===== src/rtl/pc_gen_mc.sv =====
// -----------------------------------------------------------------------------
// pc_gen_mc -- fetch-PC generator with a valid/ready handshake toward fetch.
//
// After reset it waits BOOT_DELAY cycles, then presents one fetch address per
// cycle. pc_o advances by INST_BYTES on each accepted fetch (pc_valid_o &
// fetch_allow_in_i). A redirect replaces the next PC. Redirect channels are
// priority-encoded, and channel 0 has the highest priority. halt_i parks the
// generator with pc_valid_o low until halt_i drops or a redirect arrives.
//
// Optional feature macro: PC_MISALIGN_EN
//   When PC_MISALIGN_EN is defined, a redirect target with nonzero low
//   log2(INST_BYTES) bits is loaded with those bits cleared, and misalign_o
//   pulses for one cycle. When it is undefined, the target is loaded
//   unmodified and misalign_o is tied to 0.
//
// Ports
//   clk_i            in   clock
//   rst              in   synchronous, active-high reset
//   redir_valid_i    in   [NUM_REDIR]  per-channel redirect request
//   redir_pc_i       in   [NUM_REDIR*PC_WIDTH]  channel k at [k*PC_WIDTH +: PC_WIDTH]
//   halt_i           in   level, requests fetch stop (WFI)
//   fetch_allow_in_i in   fetch stage ready
//   pc_valid_o       out  pc_o holds a valid fetch address
//   pc_o             out  [PC_WIDTH] current fetch PC
//   redir_sel_o      out  [NUM_REDIR] one-hot of the winning redirect (combinational)
//   flush_o          out  registered 1-cycle pulse after a redirect is applied
//   misalign_o       out  registered 1-cycle pulse after a misaligned redirect
// -----------------------------------------------------------------------------
module pc_gen_mc #(
    parameter int unsigned           PC_WIDTH   = 32,
    parameter logic [PC_WIDTH-1:0]   RESET_PC   = PC_WIDTH'(32'h8000_0000),
    parameter int unsigned           NUM_REDIR  = 3,
    parameter int unsigned           INST_BYTES = 4,
    parameter int unsigned           BOOT_DELAY = 2
) (
    input  logic                          clk_i,
    input  logic                          rst,
    input  logic [NUM_REDIR-1:0]          redir_valid_i,
    input  logic [NUM_REDIR*PC_WIDTH-1:0] redir_pc_i,
    input  logic                          halt_i,
    input  logic                          fetch_allow_in_i,
    output logic                          pc_valid_o,
    output logic [PC_WIDTH-1:0]           pc_o,
    output logic [NUM_REDIR-1:0]          redir_sel_o,
    output logic                          flush_o,
    output logic                          misalign_o
);

    localparam int unsigned CNT_W = (BOOT_DELAY > 0) ? $clog2(BOOT_DELAY + 1) : 1;
    localparam logic [PC_WIDTH-1:0] INC        = PC_WIDTH'(INST_BYTES);
    localparam logic [PC_WIDTH-1:0] ALIGN_MASK = PC_WIDTH'(INST_BYTES - 1);

    typedef enum logic [1:0] {
        ST_BOOT = 2'd0,
        ST_RUN  = 2'd1,
        ST_HALT = 2'd2
    } state_t;

    state_t              state;
    logic [CNT_W-1:0]    boot_cnt;
    logic [PC_WIDTH-1:0] pc_q;
    logic                valid_q;
    logic                flush_q;

    logic                redir_any;
    logic [PC_WIDTH-1:0] redir_target;
    logic [PC_WIDTH-1:0] load_pc;

    // Priority encoder. The scan runs from the highest index down, so the last
    // hit, which is the lowest asserted index, wins.
    // NOTE: every always_comb output gets a default before any conditional
    // assignment; otherwise paths that skip the assignment infer a latch.
    always_comb begin
        redir_sel_o  = '0;
        redir_target = '0;
        for (int k = int'(NUM_REDIR) - 1; k >= 0; k--) begin
            if (redir_valid_i[k]) begin
                redir_sel_o    = '0;
                redir_sel_o[k] = 1'b1;
                redir_target   = redir_pc_i[k*PC_WIDTH +: PC_WIDTH];
            end
        end
    end

    assign redir_any = |redir_valid_i;

`ifdef PC_MISALIGN_EN
    logic target_misaligned;
    logic misalign_q;

    assign target_misaligned = |(redir_target & ALIGN_MASK);
    assign load_pc           = redir_target & ~ALIGN_MASK;

    always_ff @(posedge clk_i) begin
        if (rst) misalign_q <= 1'b0;
        else     misalign_q <= redir_any & target_misaligned;
    end

    assign misalign_o = misalign_q;
`else
    assign load_pc    = redir_target;
    assign misalign_o = 1'b0;
`endif

    // NOTE: sequential state uses non-blocking assignments only, so that every
    // right-hand side reads the value from before the clock edge.
    always_ff @(posedge clk_i) begin
        if (rst) begin
            state    <= ST_BOOT;
            boot_cnt <= CNT_W'(BOOT_DELAY);
            pc_q     <= RESET_PC;
            valid_q  <= (BOOT_DELAY == 0);
            flush_q  <= 1'b0;
        end else begin
            flush_q <= redir_any;

            // A redirect overrides both the increment and any stall. An
            // accepted fetch advances the PC even when halt_i is also
            // being requested.
            if (redir_any) begin
                pc_q <= load_pc;
            end else if (valid_q && fetch_allow_in_i) begin
                pc_q <= pc_q + INC;
            end

            case (state)
                ST_BOOT: begin
                    // Leave BOOT on the edge where the count reaches zero, so
                    // that pc_valid_o stays low for exactly BOOT_DELAY cycles.
                    if (boot_cnt <= CNT_W'(1)) begin
                        state    <= ST_RUN;
                        valid_q  <= 1'b1;
                        boot_cnt <= '0;
                    end else begin
                        boot_cnt <= boot_cnt - CNT_W'(1);
                    end
                end
                ST_RUN: begin
                    if (halt_i && !redir_any) begin
                        state   <= ST_HALT;
                        valid_q <= 1'b0;
                    end
                end
                ST_HALT: begin
                    // A redirect wakes the generator even if halt_i is still high.
                    if (redir_any || !halt_i) begin
                        state   <= ST_RUN;
                        valid_q <= 1'b1;
                    end
                end
                default: begin
                    state   <= ST_RUN;
                    valid_q <= 1'b1;
                end
            endcase
        end
    end

    assign pc_o       = pc_q;
    assign pc_valid_o = valid_q;
    assign flush_o    = flush_q;

endmodule


===== config.mk =====
export PLATFORM = sky130hd
export DESIGN_NAME = pc_gen_mc
export DESIGN_NICKNAME = d
export VERILOG_FILES = /design/src/rtl/pc_gen_mc.sv
export SDC_FILE = /design/constraint.sdc
export NUM_CORES = 1
export LEC_CHECK = 0
export BUFFER_PORTS_ARGS = -buffer_cell sky130_fd_sc_hd__buf_2
export CAP_MARGIN = 0
export CORE_AREA = 2 2 105 81
export DETAILED_ROUTE_END_ITERATION = 6
export DIE_AREA = 0 0 107 83
export HOLD_SLACK_MARGIN = 0.02
export PLACE_DENSITY = 0.62
export SYNTH_ARGS = -nofsm -noshare
export SYNTH_HDL_FRONTEND = slang
export SYNTH_SLANG_ARGS = --single-unit

===== constraint.sdc =====
create_clock -name clk_i -period 2.2 [get_ports clk_i]
set_input_delay 0.55 -clock clk_i [delete_from_list [all_inputs] [get_ports clk_i]]
set_output_delay 0.55 -clock clk_i [all_outputs]
set_load 0.005 [all_outputs]

# == Yosys cells after proc, flatten, opt, wreduce, memory -nomap -nowiden ==
# Index checks and enable logic that the tools add are counted.
# word_totals
out_inout_bits,38
ff_bits,38
elab_cells,39
# op_classes
mux,17
add_sub_neg,2
n_lt_le_gt_ge,1
n_eq_ne,5
reduce_logical,9
# op_table
operator,count
$mux W32,5
$add A32 B3 Y32 const B,1
$mux W3,3
$mux W2,4
$ne A2 B2 Y1 const B,3
$pmux W2 S3,1
$mux W1,3
$pmux W1 S3,1
$reduce_and A3 Y1,1
$reduce_or A3 Y1,1
$eq A2 B1 Y1 const B,1
$eq A2 B2 Y1 const B,1
$le A2 B1 Y1 const B,1
$logic_and A1 B1 Y1,2
$logic_not A1 Y1,2
$logic_not A2 Y1,1
$reduce_bool A2 Y1,1
$sub A2 B1 Y2 const B,1
$logic_or A1 B1 Y1,1

# == Longest topological paths before layout ==
# logic_depth
depth_word,5
ltp_mapped,8
depth_no_buf,6

# == Worst setup path after synthesis ==
# OpenSTA, ideal clock, no wires.
# synth_timing
kind,input port to output port
startpoint,input redir_valid_i[0]
endpoint,output redir_sel_o[2]
arrival_ns,1.571
setup_slack_ns,0.079
path_buffers,3
stages,5
path_cell_list,clkbuf_1 inv_1 clkbuf_1 clkbuf_1 and3_1
# synth_between
elab_chain_len,1
# synth_lines
item,line,text
"start, declared",38,"input logic [NUM_REDIR-1:0] redir_valid_i,"
$mux W3,77,if (redir_valid_i[k]) begin
"end, declared",44,"output logic [NUM_REDIR-1:0] redir_sel_o,"
# Every way passes these cells.

# == Final worst setup path ==
# layout_timing
startpoint,register pc_q[2] (netlist: pc_o[2])
endpoint,register pc_q[14] (netlist: pc_o[14])
# layout_between
elab_chain_len,3
# layout_lines
item,line,text
"start, declared",61,logic [PC_WIDTH-1:0] pc_q;
"start signal, assigned",121,pc_q <= load_pc;
"start signal, assigned",123,pc_q <= pc_q + INC;
$add A32 B3 Y32,123,
$mux W32,122,end else if (valid_q && fetch_allow_in_i) begin
$mux W32,120,if (redir_any) begin
# Every way passes these cells. The select of a mux whose other input is x is not followed.
# A chain may end at the register's enable or synchronous reset.

==> results.sh <==
export IMPL_outcome="finished clean"
export IMPL_final_area_um2=3570
export IMPL_final_common_cell="buf_2"
export IMPL_drive_gt1_share_pct=38.0
export IMPL_groute_usage_overall_pct=20.0
export IMPL_wl_per_cell_um=15.3
export IMPL_yosysTopAreaCellShare_pct=28.4
export IMPL_start_util_pct=33.4
export IMPL_hold_path_class="register to register"
export IMPL_syn_to_final_growth_pct=36.8
export IMPL_syn_area_um2=2610
export IMPL_synth_edf_count=0
export IMPL_routed_wl_um=9120
export IMPL_critPathLaunchType="register"
export IMPL_ys_types=58
export IMPL_area_sequential_um2=741
export IMPL_dr_pass1_iters=5
export IMPL_cp_required_ns=2.41
export IMPL_synth_ff_type="dfxtp_1"
export IMPL_yosysTopAreaCell="dfxtp_1"
export IMPL_antenna_found_initial=0
export IMPL_synth_seq_cells=37
export IMPL_ys_seq_area_share_pct=28.4
export IMPL_final_fill_count=798
export IMPL_core_area_um2=7810
export IMPL_layout_common_cells="buf_2 (139), nand2_1 (53), dfxtp_1 (37)"
export IMPL_grt_max_degree=32
export IMPL_die_h_um=83
export IMPL_clkSlewWorstSetupHoldPaths_ns=0.07
export IMPL_dieArea_um2=8880
export IMPL_syn_inst=353
export IMPL_fp_dieW_um=107
export IMPL_arrival_ns=2.19
export IMPL_io_pins=141
export IMPL_skew_ns=0.00630
export IMPL_crit_fanout=5
export IMPL_via_per_inst=5.27
export IMPL_drt_iter0_drc=220
export IMPL_nets=594
export IMPL_grt_pass1_wl_um=14500
export IMPL_cts_root_buf="clkbuf_8"
export IMPL_cp_cell_sequence="ha_1 > nand3_2 > or4_4 > or4_1 > a31oi_1"
export IMPL_cts_resized=0
export IMPL_num_rows=28
export IMPL_setup_worst_path_end_class="register"
export IMPL_dp_hpwl_um=7000
export IMPL_fin_tns_setup_ns=0
export IMPL_drc=0
export IMPL_period_share_pct=90.2
export IMPL_cpMaxStageDelayCell="or4_4"
export IMPL_critPathMaxStageDelay_ns=0.53
export IMPL_postCtsSetupBuffers=0
export IMPL_hold_violations=0
export IMPL_period_minus_slack_ns=1.98
export IMPL_post_place_ws_ns=0.192
export IMPL_yosysWarningCount=0
export IMPL_instances_no_fill=596
export IMPL_hold_worst_slack_ns=0.458
export IMPL_place_congestion=0.843
export IMPL_fmax_mhz=504
export IMPL_clkLatencyLatePin_ns=0.28
export IMPL_numCtsBuffers=5
export IMPL_crit_type="register to register"
export IMPL_cts_sinks=37
export IMPL_fin_ws_ns=0.216
export IMPL_cts_htree_levels=2
export IMPL_final_antenna_net_count=0
export IMPL_async_reset_ff_share_pct=0
export IMPL_vias=3140
export IMPL_grt_overflow_total=0
export IMPL_io_buffers=139
export IMPL_worst_pin_slew_ns=0.590
export IMPL_grt_pass1_vias=2832
export IMPL_ys_top_cells_by_area="dfxtp_1 (28%), nand2_1 (7.6%), o22ai_1 (6.5%)"
export IMPL_cts_tree="built"
export IMPL_post_place_cells=588
export IMPL_cts_buffer_depth=2
export IMPL_power_density_nw_per_um2=488
export IMPL_rsz0062_at_grt="false"
export IMPL_avgSynthCellArea_um2=7.39
export IMPL_setup_violations=0
export IMPL_synth_nets=457
export IMPL_multiInputGateArea_um2=1720
export IMPL_placed_area_um2=3480
export IMPL_p_leak_uw=0.00155
export IMPL_ir_worst_vdd_mv=0.226
export IMPL_hold_buffers=0
export IMPL_drv_slew=0
export IMPL_maxCapViolations=0
export IMPL_relSlewSlack_pct=60.4
## sequential cells by signal (all words and copies together), names as in the netlist
signal	flops
pc_o	32
boot_cnt	2
state	2
flush_o	1
## area by class of cell
cell class / count / share of cell area [%]
diodes: 1 / 0.0701
repair buffers: 159 / 24.0
flip-flops and latches: 37 / 20.8
clock buffers: 7 / 2.42
multi-input cells: 278 / 48.1
well taps: 105 / 3.68
inverters: 9 / 0.946
## synthesized netlist by cell type, types with 2 or more instances
library cell	count
xor2_1	9
nor4_1	3
nor3_1	10
o22ai_1	27
nand4_1	9
a211oi_1	14
nor2b_1	4
inv_1	8
and2_2	2
a21oi_1	15
nand3b_1	4
nand3_2	2
clkbuf_1	16
dfxtp_1	37
nor3_2	3
o211ai_1	5
xnor2_1	4
and3_1	6
o21ai_0	23
buf_2	6
nand2_1	53
buf_1	5
and2_1	5
nand3_1	9
o31ai_1	4
a221oi_1	4
or3_1	3
o221ai_1	6
nor2_1	18
nor4_4	2
buf_4	2
nor3b_1	3
nand4_2	2
a31oi_1	6
## worst max-delay path, delay by kind of cell (launching register included)
family | cells | cell delay, ns
AND/OR/NAND/NOR | 3 | 1.07
AO/OA/AOI/OAI | 1 | 0.18
adder cells (fa/ha/maj) | 1 | 0.23
flip-flops | 1 | 0.43
## power by group
| group | internal (uW) | switching [uW] | total [uW] |
|---|---|---|---|
| sequential | 727 | 68.9 | 796 |
| clock | 249 | 234 | 483 |
| combinational | 232 | 231 | 464 |
## cell families (layout without fill, tap and decap cells)
kind of cell    after synthesis  count (layout)  synth area share, %
mux                           2               2                0.815
buf+inv                      38             175                 6.04
fa+ha+maj                     1               1                0.480
simple gates                147             147                 31.3
compound gates              114             114                 28.5
other cells                   1               2                0.144
flops                        37              37                 28.4
xor+xnor                     13              13                 4.36
## final timing paths
path                                          startpoint                        to  slack (ns)  cells past startpoint
worst max register to register      pc_o[2]$_SDFFE_PP0P_     pc_o[14]$_SDFFE_PP0P_        0.22                      5
worst max-delay path                pc_o[2]$_SDFFE_PP0P_     pc_o[14]$_SDFFE_PP0P_        0.22                      5
worst min-delay path            boot_cnt[1]$_SDFFE_PP1P_  boot_cnt[0]$_SDFFE_PP0P_        0.46                      2
worst min register to register  boot_cnt[1]$_SDFFE_PP1P_  boot_cnt[0]$_SDFFE_PP0P_        0.46                      2
## routing by layer
metal / wire length (um) / part of all wire, % / vias to the layer above / GRT usage, %
met1: 4360 / 48 / 1419 / 29.3
li1: - / - / 1595 / -
met5: 0 / 0 / - / 0
met4: 103 / 1.1 / 0 / 3.07
met2: 3870 / 42 / 114 / 30.4
met3: 790 / 8.7 / 12 / 4.55
## per-stage QoR
step	power (uW)	util (%)
finish	1740	45.7
global route	1850	45.7
CTS	1760	45.7
detailed placement	1270	44.6
global placement	1270	44.6
floorplan	1040	-
No activity file was read; power rests on OpenSTA's default activity.
